File: src/rtl/parity_frame_rx_if.sv
// -----------------------------------------------------------------------------
// parity_frame_rx_if
//
// Bundles the serial-line side and the parallel result side of the
// parity_frame_rx receiver.
//
//   bit_en     : one-cycle bit-rate strobe
//   rx_in      : serial line, idles high
//   err_clr    : synchronous clear of the error counter
//   data_out   : last received data word
//   data_valid : one-cycle pulse when a frame completes
//   parity_err : parity mismatch on the completed frame
//   frame_err  : stop bit sampled as 0 on the completed frame
//   busy       : a frame is in progress
//   err_count  : saturating count of errored frames
//
// Modports:
//   slave  - the receiver (consumes line signals, drives results)
//   master - the environment (drives line signals, consumes results)
// -----------------------------------------------------------------------------
interface parity_frame_rx_if #(
  parameter int DATA_W = 8,
  parameter int CNT_W  = 8
);

  logic              bit_en;
  logic              rx_in;
  logic              err_clr;
  logic [DATA_W-1:0] data_out;
  logic              data_valid;
  logic              parity_err;
  logic              frame_err;
  logic              busy;
  logic [CNT_W-1:0]  err_count;

  modport slave (
    input  bit_en,
    input  rx_in,
    input  err_clr,
    output data_out,
    output data_valid,
    output parity_err,
    output frame_err,
    output busy,
    output err_count
  );

  modport master (
    output bit_en,
    output rx_in,
    output err_clr,
    input  data_out,
    input  data_valid,
    input  parity_err,
    input  frame_err,
    input  busy,
    input  err_count
  );

endinterface

File: src/rtl/parity_frame_rx.sv
// -----------------------------------------------------------------------------
// parity_frame_rx
//
// Serial receiver and even-parity checker. Frames are: start bit (0),
// DATA_W data bits LSB first, one even-parity bit, one stop bit (1).
// The line is sampled only on cycles where bus.bit_en is high; with the
// strobe low the FSM, bit counter and shift register hold.
//
// On the strobe that samples the stop bit the assembled word and the two
// error flags are registered and data_valid pulses for one clock. Errored
// frames are still delivered.
//
// Ports:
//   clk   : rising-edge clock
//   reset : asynchronous, active-high reset
//   bus   : parity_frame_rx_if.slave (see interface for signal list)
//
// Parameters:
//   DATA_W : data bits per frame (>= 1)
//   CNT_W  : width of the error counter (>= 1)
//
// Build option:
//   PARITY_RX_ERR_CNT_EN - when defined, a saturating count of errored
//   frames is kept on err_count and err_clr clears it (clear wins over a
//   simultaneous increment). When undefined, err_count is tied to 0 and
//   err_clr is ignored.
// -----------------------------------------------------------------------------
module parity_frame_rx #(
  parameter int DATA_W = 8,
  parameter int CNT_W  = 8
) (
  input  logic              clk,
  input  logic              reset,
  parity_frame_rx_if.slave  bus
);

  localparam int CW = (DATA_W > 1) ? $clog2(DATA_W) : 1;
  localparam logic [CW-1:0] LAST_BIT = CW'(DATA_W - 1);

  typedef enum logic [1:0] {
    IDLE   = 2'd0,
    DATA   = 2'd1,
    PARITY = 2'd2,
    STOP   = 2'd3
  } state_t;

  state_t            state_q, state_d;
  logic [CW-1:0]     cnt_q, cnt_d;
  logic [DATA_W-1:0] shift_q, shift_d;
  logic              par_q, par_d;     // running XOR of data bits
  logic              perr_q, perr_d;   // parity result held through STOP

  // Registered frame result (one stage after the stop-bit sample)
  logic [DATA_W-1:0] data_p1, data_d;
  logic              vld_p1, vld_d;
  logic              perr_p1, perr_out_d;
  logic              ferr_p1, ferr_out_d;

  // ---------------------------------------------------------------------------
  // Next-state / datapath decode
  // ---------------------------------------------------------------------------
  always_comb begin
    state_d    = state_q;
    cnt_d      = cnt_q;
    shift_d    = shift_q;
    par_d      = par_q;
    perr_d     = perr_q;
    data_d     = data_p1;
    vld_d      = 1'b0;
    perr_out_d = 1'b0;
    ferr_out_d = 1'b0;

    if (bus.bit_en) begin
      unique case (state_q)
        IDLE: begin
          // No false-start filtering: any 0 in IDLE begins a frame.
          if (!bus.rx_in) begin
            state_d = DATA;
            cnt_d   = '0;
            par_d   = 1'b0;
          end
        end

        DATA: begin
          // Write by position rather than shifting so any DATA_W works.
          shift_d[cnt_q] = bus.rx_in;
          par_d          = par_q ^ bus.rx_in;
          cnt_d          = cnt_q + 1'b1;
          if (cnt_q == LAST_BIT) begin
            state_d = PARITY;
          end
        end

        PARITY: begin
          // Even parity: a good frame XORs to zero.
          perr_d  = par_q ^ bus.rx_in;
          state_d = STOP;
        end

        STOP: begin
          state_d    = IDLE;
          data_d     = shift_q;
          vld_d      = 1'b1;
          perr_out_d = perr_q;
          ferr_out_d = ~bus.rx_in;
        end

        default: state_d = IDLE;
      endcase
    end
  end

  // ---------------------------------------------------------------------------
  // Stage p0 -> p1: FSM state, frame assembly and registered outputs
  // ---------------------------------------------------------------------------
  always_ff @(posedge clk or posedge reset) begin
    if (reset) begin
      state_q <= IDLE;
      cnt_q   <= '0;
      shift_q <= '0;
      par_q   <= 1'b0;
      perr_q  <= 1'b0;
      data_p1 <= '0;
      vld_p1  <= 1'b0;
      perr_p1 <= 1'b0;
      ferr_p1 <= 1'b0;
    end else begin
      state_q <= state_d;
      cnt_q   <= cnt_d;
      shift_q <= shift_d;
      par_q   <= par_d;
      perr_q  <= perr_d;
      data_p1 <= data_d;
      vld_p1  <= vld_d;
      perr_p1 <= perr_out_d;
      ferr_p1 <= ferr_out_d;
    end
  end

  assign bus.data_out   = data_p1;
  assign bus.data_valid = vld_p1;
  assign bus.parity_err = perr_p1;
  assign bus.frame_err  = ferr_p1;
  assign bus.busy       = (state_q != IDLE);

`ifdef PARITY_RX_ERR_CNT_EN
  logic [CNT_W-1:0] err_cnt_q;

  function automatic logic [CNT_W-1:0] sat_inc(input logic [CNT_W-1:0] v);
    return (&v) ? v : v + 1'b1;
  endfunction

  // ---------------------------------------------------------------------------
  // Error counter: steps on the same edge that raises data_valid, so the
  // new count is visible alongside the pulse.
  // ---------------------------------------------------------------------------
  always_ff @(posedge clk or posedge reset) begin
    if (reset) begin
      err_cnt_q <= '0;
    end else if (bus.err_clr) begin
      err_cnt_q <= '0;
    end else if (vld_d && (perr_out_d || ferr_out_d)) begin
      err_cnt_q <= sat_inc(err_cnt_q);
    end
  end

  assign bus.err_count = err_cnt_q;
`else
  logic unused_err_clr;

  assign unused_err_clr = bus.err_clr;
  assign bus.err_count  = '0;
`endif

endmodule
File: src/flat_wrapper.sv
// flat-port wrapper written by rule: the top's interface ports become plain ports
module parity_frame_rx_flat 
#(
  parameter int DATA_W = 8,
  parameter int CNT_W  = 8
)
  (clk, reset, bus_bit_en, bus_rx_in, bus_err_clr, bus_data_out, bus_data_valid, bus_parity_err, bus_frame_err, bus_busy, bus_err_count);
  parity_frame_rx_if #(.DATA_W(DATA_W), .CNT_W(CNT_W)) bus_i ();
  input  logic clk;
  input  logic reset;
  input wire logic [$bits(bus_i.bit_en)-1:0] bus_bit_en;
  input wire logic [$bits(bus_i.rx_in)-1:0] bus_rx_in;
  input wire logic [$bits(bus_i.err_clr)-1:0] bus_err_clr;
  output wire logic [$bits(bus_i.data_out)-1:0] bus_data_out;
  output wire logic [$bits(bus_i.data_valid)-1:0] bus_data_valid;
  output wire logic [$bits(bus_i.parity_err)-1:0] bus_parity_err;
  output wire logic [$bits(bus_i.frame_err)-1:0] bus_frame_err;
  output wire logic [$bits(bus_i.busy)-1:0] bus_busy;
  output wire logic [$bits(bus_i.err_count)-1:0] bus_err_count;
  assign bus_i.bit_en = bus_bit_en;
  assign bus_i.rx_in = bus_rx_in;
  assign bus_i.err_clr = bus_err_clr;
  assign bus_data_out = bus_i.data_out;
  assign bus_data_valid = bus_i.data_valid;
  assign bus_parity_err = bus_i.parity_err;
  assign bus_frame_err = bus_i.frame_err;
  assign bus_busy = bus_i.busy;
  assign bus_err_count = bus_i.err_count;
  parity_frame_rx #(.DATA_W(DATA_W), .CNT_W(CNT_W)) u_core (.clk(clk), .reset(reset), .bus(bus_i));
endmodule
File: config.mk
export PLATFORM = sky130hd
export DESIGN_NAME = parity_frame_rx_flat
export DESIGN_NICKNAME = d
export VERILOG_FILES = /design/src/rtl/parity_frame_rx_if.sv /design/src/rtl/parity_frame_rx.sv /design/src/flat_wrapper.sv
export SDC_FILE = /design/constraint.sdc
export NUM_CORES = 1
export LEC_CHECK = 0
export CAP_MARGIN = 30
export CORE_MARGIN = 1.5
export CORE_UTILIZATION = 30
export DETAILED_ROUTE_END_ITERATION = 8
export DONT_BUFFER_PORTS = 1
export SKIP_CTS_REPAIR_TIMING = 1
export SLEW_MARGIN = 20
export SYNTH_ARGS = -nofsm -noshare
export SYNTH_HDL_FRONTEND = slang
export SYNTH_SLANG_ARGS = --single-unit
File: constraint.sdc
create_clock -name clk -period 1.7 [get_ports clk]
set_input_delay 0.51 -clock clk [delete_from_list [all_inputs] [get_ports clk]]
set_output_delay 0.51 -clock clk [all_outputs]
set_load 0.03 [all_outputs]
After elaboration in Yosys (flattened, before gate mapping)
Cells that the tools add are included.
{"block": "classes", "addsub": 1, "n_lt_le_gt_ge": 2, "n_eq_ne": 6, "n_mux": 16, "bitwise": 2, "n_reduce_logical": 9}
{"op": "bitwise mux 8 bit", "count": 1}
{"op": "two-way mux 1 bit", "count": 8}
{"op": "one-hot mux 2 bit (4 select lines)", "count": 1}
{"op": "one-hot mux 3 bit (2 select lines)", "count": 1}
{"op": "AND reduction 2 bit", "count": 3}
{"op": "AND reduction 3 bit", "count": 2}
{"op": "equality test 2 bit (second input constant)", "count": 2}
{"op": "less-than comparator 3 x 4 -> 1 bit (second input constant)", "count": 1}
{"op": "two-way mux 2 bit", "count": 2}
{"op": "nonzero test 2 bit", "count": 2}
{"op": "adder 3 x 1 -> 3 bit (second input constant)", "count": 1}
{"op": "demux 1 bit (select 3 bit)", "count": 1}
{"op": "equality test 3 bit (second input constant)", "count": 1}
{"op": ">= comparator 3 x 1 -> 1 bit (second input constant)", "count": 1}
{"op": "two-way mux 3 bit", "count": 1}
{"op": "equality test 2 x 1 -> 1 bit (second input constant)", "count": 1}
{"op": "zero test 2 bit", "count": 1}
{"op": "inequality test 2 x 1 -> 1 bit (second input constant)", "count": 1}
{"op": "inequality test 2 bit (second input constant)", "count": 1}
{"op": "one-hot mux 1 bit (2 select lines)", "count": 1}
{"op": "logical AND 1 bit", "count": 1}
{"op": "inverter 1 bit", "count": 1}
{"op": "bitwise XOR 1 bit", "count": 1}
{"block": "word_totals", "register_bits": 26, "inputBits": 5, "out_inout_bits": 20}

Longest topological paths before layout
{"block": "depth", "ltp_word": 5, "ltp_mapped": 5, "ltp_nobuf": 5}

Worst setup path after synthesis
No wires, ideal clock.
{"block": "synth_path", "path_type": "register -> register", "start": "register u_core.state_q[1]", "end": "register u_core.shift_q[0]", "arrival_time_ps": 1309, "slack_ps": 263, "path_stages_with_launch": 6, "path_buffers": 0, "synth_period_minus_slack_ps": 1437, "path_cell_list": "dfrtp_1 inv_1 ha_1 nand3b_2 nor3_2 mux2_1"}
{"block": "synth_via", "elab_chain_cells": 2}
{"element": "start: declaration", "line_no": "parity_frame_rx.sv:47", "rtl": "state_t state_q, state_d;"}
{"element": "start signal: assignment", "line_no": "parity_frame_rx.sv:128", "rtl": "state_q <= state_d;"}
{"element": "equality test 2 x 1 -> 1 bit", "line_no": "parity_frame_rx.sv:74", "rtl": "unique case (state_q)"}
{"element": "AND reduction 2 bit (no line)"}
{"element": "end signal: assignment", "line_no": "parity_frame_rx.sv:130", "rtl": "shift_q <= shift_d;"}
{"element": "end: declaration", "line_no": "parity_frame_rx.sv:49", "rtl": "logic [DATA_W-1:0] shift_q, shift_d;"}
Every way passes these cells.
A chain may end at the register's enable or synchronous reset.

Worst setup path in the final report
{"block": "layout_path", "start": "register u_core.state_q[1]", "end": "output bus_busy"}
{"block": "layout_via", "elab_chain_cells": 1}
{"element": "nonzero test 2 bit", "line_no": "parity_frame_rx.sv:144", "rtl": "assign bus.busy = (state_q != IDLE);"}
{"element": "end: declaration", "line_no": "flat_wrapper.sv:18", "rtl": "output wire logic [$bits(bus_i.busy)-1:0] bus_busy;"}
Every way passes these cells.

==> run metrics <==
status completed; flip-flop and latch count after synthesis 26; required time worst endpoint 1.19 ns; IO Count 25; die height 67.5 um; final standard cell utilization of the core 35.9%; nature of the critical path startpoint flop; initial detailed-routing violation count 35; 1st-pass router iterations 2; global-route congestion overflow total 0; Longest Clk Path Bufs 2; number of inserted filler cells in the final layout 394; max-slew violation total from the final report 0; root buffer cell sky130_fd_sc_hd__clkbuf_8; residual DRC count 0; detail-routed via count per cell 4.55; antenna cells 0; overall fraction of global-route tracks in use 9.81%; Final Cycle Share 99.4%; fmax 592 MHz; crit path max-delay cell type sky130_fd_sc_hd__dfrtp_1; CP cell instances inv_2, ha_4, clkinvlp_4; Final Skew 0.00476 ns; Tightest Pin Transition 0.503 ns; HPWL after detailed placement 1.50 mm; Post-Synthesis Mean Instance Area 12.4 sq um; post-detailed-route count of antenna-violating nets 0; worst supply voltage drop on vdd 0.389 mV; total CTS buffers 3; unrepaired setup endpoints after global routing true; worst setup path class flop to output pin; cells after synthesis 101; synthesis-to-layout area growth 15.0%; # Max-Cap Violations 0; maximum fanout along the worst path 5; total number of vias 737; # port buffers 0; total power divided by cell area 1870 mW/mm^2; Core Area 0.00400 sq mm; die width 67.5 um; number of H-tree branching levels 1; summed instance area of the synthesized netlist 0.00125 sq mm; Rows 23; arrival time at the worst endpoint 1.18 ns; number of global-route vias before repair 729; Critical Path Max Stage Delay 0.43 ns; fraction of layout instances using a drive strength above 1 32.1%; cell types with the largest area share after synthesis sky130_fd_sc_hd__dfrtp_1 52%, sky130_fd_sc_hd__mux2_2 8.1%, sky130_fd_sc_hd__mux2_1 7.2%; most area-hungry cell type in the Yosys netlist sky130_fd_sc_hd__dfrtp_1; setup-violating endpoint count in the final report 0; maximum number of pins on one net before global-route repair 17; post-synth top area share 52.1%; number of hold violations in the final report 0; die outline area 0.00456 sq mm; worst reg2reg path depth 7; clock slew at the register clock pins of the worst setup and hold paths 0.09 ns; clock tree from TritonCTS built; initial antenna violation count 0; number of warnings issued by yosys 0; starting utilization of the core area 31.2%; RD Place Congestion 0.744; sinks on the clock net 26; shortest period the worst path allows 1.69 ns; Hold Path Class input pin to asynchronous set/reset pin; global-route wire length before repair 3.41 mm; Leakage Power 0.699 nW; WL/cell 13.2 um; final-stage net count 124; share of the yosys chip area belonging to registers 52.1%; Post-Route Hold Slack 0.142 ns; CP endpoint kind output pin; overall power consumption 2.69 mW; clock network latency to the later pin of the worst-skew pair 0.27 ns; Distinct cells, synth 29; sum of routed wire length over all layers 2.14 mm; tightest slew margin relative to the limit 66.4%
-- path summary, 6_finish.rpt --
kind / startpoint / endpoint / slack (ns)
setup / recovery: u_core.state_q[1]$_DFFE_PP0P_ / bus_busy / 0.01
setup reg to reg: u_core.state_q[1]$_DFFE_PP0P_ / u_core.cnt_q[0]$_DFFE_PP0P_ / 0.08
hold / removal: reset / u_core.par_q$_DFFE_PP0P_ / 0.14
min in group clk: bus_rx_in / u_core.bus.frame_err$_DFF_PP0_ / 0.30
hold reg to reg: u_core.shift_q[6]$_DFFE_PP0P_ / u_core.shift_q[6]$_DFFE_PP0P_ / 0.49
max in group asynchronous: reset / u_core.bus.data_out[7]$_DFFE_PP0P_ / 1.10
-- per-stage QoR --
step / instance area [sq um] / std cells / TNS [ns] / worst slack (ns)
after floorplan: 1270 / 108 / 0 / 0.263
after global placement: 1300 / 151 / 0 / 0.182
after detailed placement: 1300 / 151 / 0 / 0.148
after CTS: 1370 / 155 / -0.164 / -0.164
after global routing: 1440 / 162 / -0.0301 / -0.0301
final: 1440 / 162 / 0 / 0.0106
-- critical path: cells and delay by family (launching register included) --
kind	cells	cell delay [ns]
adders and majority gates	1	0.18
buffers and inverters	2	0.30
DFF	1	0.43
-- cells by family (layout without fill, tap and decap cells) --
family,count (synthesis),count (layout),share of synthesized area [%]
compound gates,10,10,5.61
xor+xnor,1,1,0.702
fa+ha+maj,6,6,6.01
buf+inv,16,20,7.92
flops,26,26,52.1
mux,19,19,17.3
other cells,1,8,0.300
simple gates,22,22,10.0
-- routing by layer --
metal | global-route usage, % | wire (um) | up-vias
met2 | 15.6 | 1010 | 21
met1 | 12.6 | 969 | 367
met4 | 3.57 | 17 | 0
li1 | - | - | 347
met5 | 0 | 0 | -
met3 | 2.83 | 138 | 2
-- synthesized netlist by cell type (all sizes together) --
cell and n:
a31oi 2, ha 6, a21oi 3, a21boi 1
mux2i 1, nor2 8, nand3 1, buf 10
conb 1, nor3 4, and3 1, dfrtp 26
mux2 18, inv 6, nand3b 2, nand2 4
xnor2 1, o21ai 2, nand2b 2, a22o 2
-- power breakdown --
group	switching (mW)	total (mW)	internal (mW)
sequential	0.379	1.25	0.871
combinational	0.425	0.926	0.501
clock	0.196	0.511	0.315
-- flip-flops by register name (all words and copies together), names as in the netlist --
register               flops
u_core.shift_q             8
u_core.par_q               1
u_core.bus.data_valid      1
u_core.state_q             2
u_core.perr_q              1
u_core.bus.parity_err      1
u_core.bus.data_out        8
u_core.bus.frame_err       1
u_core.cnt_q               3
-- placed cells by master (no fill, tap or decap), drive strengths merged --
master     n
dfrtp     26
mux2      18
buf       10
nor2       8
conb       8
ha         6
inv        5
nand2      4
nor3       4
a21oi      3
clkbuf     3
a31oi      2
a22o       2
nand2b     2
nand3b     2
o21ai      2
clkinvlp   1
xnor2      1
a21boi     1
mux2i      1
nand3      1
and3       1
bufinv     1
-- cell type report --
type | count | area [sq um] | area share (%)
inverter | 6 | 26.3 | 1.83
sequential | 26 | 651 | 45.3
multi-input combinational | 66 | 538 | 37.5
clock buffer | 3 | 41.3 | 2.87
clock inverter | 1 | 30.0 | 2.09
tap | 50 | 62.6 | 4.36
timing repair buffer | 10 | 87.6 | 6.10
No activity file was read; power rests on OpenSTA's default activity.
